### src/rtl/tff_counter_if.sv
// Control and status bundle of the toggle-flip-flop counter.
// Control group (en/up_dn/clr/load/load_val) is driven by the user; status comes back from the counter.
// No flow control: the counter accepts a command on every clk edge.
interface tff_counter_if #(
    parameter int WIDTH = 8
);
    logic             en;
    logic             up_dn;
    logic             clr;
    logic             load;
    logic [WIDTH-1:0] load_val;
    logic [WIDTH-1:0] q;
    logic             tc;
    logic             div_out;

    // User side: issues commands, observes count and flags
    modport master (
        output en, up_dn, clr, load, load_val,
        input  q, tc, div_out
    );

    // Counter side
    modport slave (
        input  en, up_dn, clr, load, load_val,
        output q, tc, div_out
    );
endinterface

### src/rtl/tff_counter.sv
// Modulo-MOD up/down counter built from WIDTH toggle flip-flops, with load/clear, terminal count and divider output.
// Latency: q/div_out one clk after the sampling edge; tc is combinational (zero latency).
// No backpressure: one command is accepted on every clk edge. Build macro TFF_COUNTER_SAT_EN selects saturating mode.
module tff_counter #(
    parameter int      WIDTH = 8,
    parameter longint  MOD   = 256
) (
    input  logic         clk,
    input  logic         reset_n,
    tff_counter_if.slave bus
);
    // Top of the count range; truncation is exact for MOD == 2^WIDTH (all ones)
    localparam logic [WIDTH-1:0] MAX_VAL = WIDTH'(MOD - 1);

    logic [WIDTH-1:0] q_r;
    logic [WIDTH-1:0] t;
    logic [WIDTH-1:0] load_clamped;
    logic             at_max;
    logic             at_zero;
    logic             tc_c;

    assign at_max  = (q_r == MAX_VAL);
    assign at_zero = (q_r == '0);

    // Terminal count marks the edge that wraps (or, when saturating, the parked cycle).
    // Gated by reset_n so it reads 0 while the counter is held in reset.
    assign tc_c = reset_n & bus.en & ~bus.clr & ~bus.load &
                  (bus.up_dn ? at_max : at_zero);

    // Loaded values beyond the modulus are clamped to the top of the range
    assign load_clamped = (bus.load_val > MAX_VAL) ? MAX_VAL : bus.load_val;

    // Toggle vector: bit i flips when all lower bits are 1 (up) or all 0 (down); boundary overrides it
    always_comb begin
        logic carry;
        t     = '0;
        carry = bus.en;
        for (int i = 0; i < WIDTH; i++) begin
            t[i]  = carry;
            carry = carry & (bus.up_dn ? q_r[i] : ~q_r[i]);
        end
`ifdef TFF_COUNTER_SAT_EN
        // Parked at the boundary: no bit toggles
        if (tc_c) begin
            t = '0;
        end
`else
        // Wrap: toggle exactly the bits that differ from the wrap target
        if (tc_c) begin
            t = bus.up_dn ? q_r : (q_r ^ MAX_VAL);
        end
`endif
    end

    // Count register: clr beats load beats count
    always_ff @(posedge clk or negedge reset_n) begin
        if (!reset_n) begin
            q_r <= '0;
        end else if (bus.clr) begin
            q_r <= '0;
        end else if (bus.load) begin
            q_r <= load_clamped;
        end else begin
            q_r <= q_r ^ t;
        end
    end

    assign bus.q  = q_r;
    assign bus.tc = tc_c;

`ifdef TFF_COUNTER_SAT_EN
    // No wraps happen in saturating mode, so the divider output is constant
    assign bus.div_out = 1'b0;
`else
    logic div_r;

    // Divider flips on every wrap, giving a 2*MOD period with en held high
    always_ff @(posedge clk or negedge reset_n) begin
        if (!reset_n) begin
            div_r <= 1'b0;
        end else if (tc_c) begin
            div_r <= ~div_r;
        end
    end

    assign bus.div_out = div_r;
`endif
endmodule

### src/flat_wrapper.sv
// flat-port wrapper written by rule: the top's interface ports become plain ports
module tff_counter_flat 
#(
    parameter int      WIDTH = 8,
    parameter longint  MOD   = 256
)
  (clk, reset_n, bus_en, bus_up_dn, bus_clr, bus_load, bus_load_val, bus_q, bus_tc, bus_div_out);
  tff_counter_if #(.WIDTH(WIDTH)) bus_i ();
  input  logic clk;
  input  logic reset_n;
  input wire logic [$bits(bus_i.en)-1:0] bus_en;
  input wire logic [$bits(bus_i.up_dn)-1:0] bus_up_dn;
  input wire logic [$bits(bus_i.clr)-1:0] bus_clr;
  input wire logic [$bits(bus_i.load)-1:0] bus_load;
  input wire logic [$bits(bus_i.load_val)-1:0] bus_load_val;
  output wire logic [$bits(bus_i.q)-1:0] bus_q;
  output wire logic [$bits(bus_i.tc)-1:0] bus_tc;
  output wire logic [$bits(bus_i.div_out)-1:0] bus_div_out;
  assign bus_i.en = bus_en;
  assign bus_i.up_dn = bus_up_dn;
  assign bus_i.clr = bus_clr;
  assign bus_i.load = bus_load;
  assign bus_i.load_val = bus_load_val;
  assign bus_q = bus_i.q;
  assign bus_tc = bus_i.tc;
  assign bus_div_out = bus_i.div_out;
  tff_counter #(.WIDTH(WIDTH), .MOD(MOD)) u_core (.clk(clk), .reset_n(reset_n), .bus(bus_i));
endmodule
### config.mk
export PLATFORM = sky130hd
export DESIGN_NAME = tff_counter_flat
export DESIGN_NICKNAME = d
export VERILOG_FILES = /design/src/rtl/tff_counter_if.sv /design/src/rtl/tff_counter.sv /design/src/flat_wrapper.sv
export SDC_FILE = /design/constraint.sdc
export NUM_CORES = 1
export LEC_CHECK = 0
export ABC_CLOCK_PERIOD_IN_PS = 2100
export BUFFER_PORTS_ARGS = -buffer_cell sky130_fd_sc_hd__buf_4
export CORE_MARGIN = 5
export CORE_UTILIZATION = 47
export DETAILED_ROUTE_END_ITERATION = 10
export PLACE_DENSITY = 0.75
export SLEW_MARGIN = 10
export SYNTH_ARGS = -nofsm -noshare
export SYNTH_HDL_FRONTEND = slang
export SYNTH_SLANG_ARGS = --single-unit
### constraint.sdc
create_clock -name clk -period 2.1 [get_ports clk]
set_input_delay 0.105 -clock clk [delete_from_list [all_inputs] [get_ports clk]]
set_output_delay 0.105 -clock clk [all_outputs]
set_load 0.1 [all_outputs]
==> key figures <==
Power and ir drop
  – Power Density: about 750 mW/mm²
  – Part of the power in combinational logic: a little over two fifths
  – Internal: 0.000354 W
  – Switching fraction of total power: around 46%
  – Seq pwr share: 34.6%
  – Maximum vdd ir drop: 0.471 mV
  – NetSw: between 0.0002 and 0.0003 W
  – Pleak: 0.379 nW
  – Clk pwr share: a little over a fifth

Synthesis
  – Post-synth cell types: 32
  – Share of synthesized registers carrying an async set or reset: 100%
  – Cell taking the most area after synthesis: dfrtp_1
  – Mapped Nets: between 70 and 80
  – Synth Flop Type: dfrtp_1
  – Mapped Cells: 65
  – Seq cells post-synth: 9
  – Largest cells by area after synthesis: dfrtp_1 34%, xnor2_1 12%, mux2i_1 7.6%, nor2_1 3.4%, nor4_4 3.2%
  – Synth Cell Area: between 600 and 700 µm²
  – Synth Area per Inst: around 10 µm²
  – Post-synth EDFFs: 0
  – Synth warn: 0
  – Seq/Total Area, Yosys: between 30% and 40%
  – Top cell type's share of synthesized area: about a third

Floorplan
  – Core footprint: around 0.0013 mm²
  – DIE HEIGHT: around 47 µm
  – DIE WIDTH: ~47 µm
  – Top Ports: 24
  – Row cnt: 13
  – Initial core utilization: between 50% and 60%
  – Die area: roughly 0.0023 mm²

Critical path
  – Cell Chain, Critical Path: nor4_4, nand2b_1, o32a_1, nor2_4, buf_8
  – Startpoint type of the worst setup path: register
  – Kind of end point of the critical path: output port
  – CP Class: reg -> out
  – CP top delay family: simple AND/OR/NAND/NOR gates
  – R2r endpoint: u_core.bus.div_out
  – R2r worst-path depth: 5
  – CP max FO: 7
  – Reg2Reg Setup Slack: 0.45 ns
  – Critical-path top delay cell: dfrtp_2
  – WP data arrival: approximately 1.9 ns
  – Worst EP required: about 2.0 ns
  – CP max stage delay: between 0.4 and 0.5 ns
  – CP bufs+invs: 1
  – FF-to-FF Start: u_core.bus.q[3]

Clock network
  – Root Buffer: clkbuf_4
  – # Post-CTS Setup Buffers: 0
  – CTS Buffer Depth: 2
  – Clk slew on worst S/H paths: 0.07 ns
  – H-tree levels: 1
  – Later-pin clock latency in the skew report: ~0.27 ns
  – # clock sinks: 9
  – TritonCTS clock tree: built
  – Num CTS Buffers: 3

Layout
  – Antenna cells: 0
  – Nets: ~100
  – Layout cells sized above 1: between 40% and 50%
  – Final Util: 66.3%
  – Area growth syn-to-layout: 32.2%

Global routing
  – Total track usage: 16.2%
  – Largest net degree at the start of global routing: 11
  – First-pass GRT wire length: between 2000 and 3000 µm
  – Number of global-route vias before repair: about 570
  – Initial antenna violation count: 0
  – Grt total ovfl: 0

Routing
  – Final ANT Viol Nets: 0
  – Drt total wl: 1530 µm
  – DRC: 0
  – Via count: slightly below 600
  – Routed wire length per instance: 14.9 µm
  – Drt first pass iters: 2
  – Drt via density: ~5.7
  – Initial DRC count: 9

Placed design
  – Place WS: ~0.3 ns
  – Routability Congestion: 0.751
  – DP Wirelength: approximately 1100 µm
  – Port Buffers: 23

Timing
  – Slew Viols, Final: 0
  – Post-route minimum period: approximately 2 ns
  – Final worst setup slack: just under 0.09 ns
  – Fmax: about 500 MHz
  – Post-route setup TNS: 0 ns
  – Worst Max-Slew Pin Slew: about 0.28 ns
  – Tcrit/Tclk final: 95.8%
  – Setup violators final: 0
  – Worst-case clock skew: roughly 0.0043 ns
  – Worst hold slack: around 0.06 ns
  – Max-slew headroom: between 80% and 90%
  – Final Hold Vio Count: 0

Min path
  – Hold endpoint: u_core.bus.q[1]
  – Hold depth: 2
  – Hold Path Class: in -> reg
  – Critical hold path startpoint: bus_load_val[1]

Run
  – Max-capacitance violation count: 0

Run status
  – Outcome: finished, final reports clean
[cell type report]
| cell class | count | area [µm²] |
|---|---|---|
| multi-input cells | 51 | 403 |
| clock buffers | 4 | 26.3 |
| well taps | 15 | 18.8 |
| flip-flops and latches | 9 | 235 |
| repair buffers | 24 | 190 |
| fillers | 101 | 444 |
[state kept, by name (all words and copies together), names as in the netlist]
signal and flops:
u_core.bus.div_out 1, u_core.bus.q 8
[kinds of logic (layout without fill, tap and decap cells)]
kind of cell / count (synthesis) / in the layout / share of synthesized area, %
xor+xnor: 11 / 11 / 14.6
buf+inv: 5 / 28 / 7.01
mux: 5 / 5 / 7.58
compound gates: 11 / 11 / 13.4
simple gates: 24 / 24 / 23.3
flops: 9 / 9 / 34.1
[power groups by stage]
stage | Clock, W | Sequential (W) | Combinational [W]
3_5_place_dp | 0 | 0.000228 | 0.000284
2_1_floorplan | 0 | 0.000363 | 0.0000874
4_1_cts | 0.000143 | 0.000225 | 0.000287
5_1_grt | 0.000150 | 0.000232 | 0.000302
6_report | 0.000140 | 0.000226 | 0.000287
3_3_place_gp | 0 | 0.000227 | 0.000283
[worst max-delay path by stage]
stage	start	endpoint	depth (start not counted)
floorplan	u_core.bus.q[0]	u_core.bus.div_out	5
global placement	u_core.bus.q[3]	bus_tc	5
detailed placement	u_core.bus.q[3]	bus_tc	5
CTS	u_core.bus.q[3]	bus_tc	5
global route	u_core.bus.q[3]	bus_tc	5
finish	u_core.bus.q[3]	bus_tc	5
[through the flow]
stage	cell area [µm²]	power, W	instances
floorplan	679	0.000450	65
global placement	821	0.000510	98
detailed placement	821	0.000512	98
CTS	861	0.000654	103
global route	873	0.000684	103
finish	873	0.000653	103
[worst register-to-register path, stage by stage (launching register included)]
cell and delay [ns]:
dfrtp_2 0.47, nor4_4 0.31, nand2b_1 0.12, o32a_1 0.38
nor2_4 0.15, xor2_1 0.15
[cells in the mapped netlist, drive strengths merged (2+ instances only)]
master,count
clkbuf,2
o221ai,2
mux2i,5
and4,2
xnor2,9
nor4,3
a22o,2
a21oi,2
nor3,3
nand2,2
xor2,2
dfrtp,9
o21ai,2
and3,2
buf,3
nor2,7
[cells in the final DEF, fill, tap and decap left out, drive strengths merged, types with 2 or more instances in the layout]
cell | synthesis | layout
xnor2 | 9 | 9
a22o | 2 | 2
o221ai | 2 | 2
dfrtp | 9 | 9
xor2 | 2 | 2
mux2i | 5 | 5
buf | 3 | 23
and3 | 2 | 2
o21ai | 2 | 2
nand2 | 2 | 2
a21oi | 2 | 2
nor2 | 7 | 7
nor3 | 3 | 3
and4 | 2 | 2
nor4 | 3 | 3
clkbuf | 2 | 4
[metal layers]
layer / up-vias / GRT usage (%) / share of wire, %
li1: 282 / - / -
met1: 280 / 20.2 / 43
met2: 15 / 25.1 / 48
met3: 5 / 4.14 / 6.6
met4: 0 / 9.39 / 2.3
met5: - / 0 / 0
[repair_timing]
| action | in CTS | in global routing |
|---|---|---|
| endpoints found under the setup margin | 1 | 1 |
| resized for setup | 1 | 2 |
| hold buffers | 1 | 0 |
| hold endpoints to repair | 9 | 0 |
No activity file was read; power rests on OpenSTA's default activity.
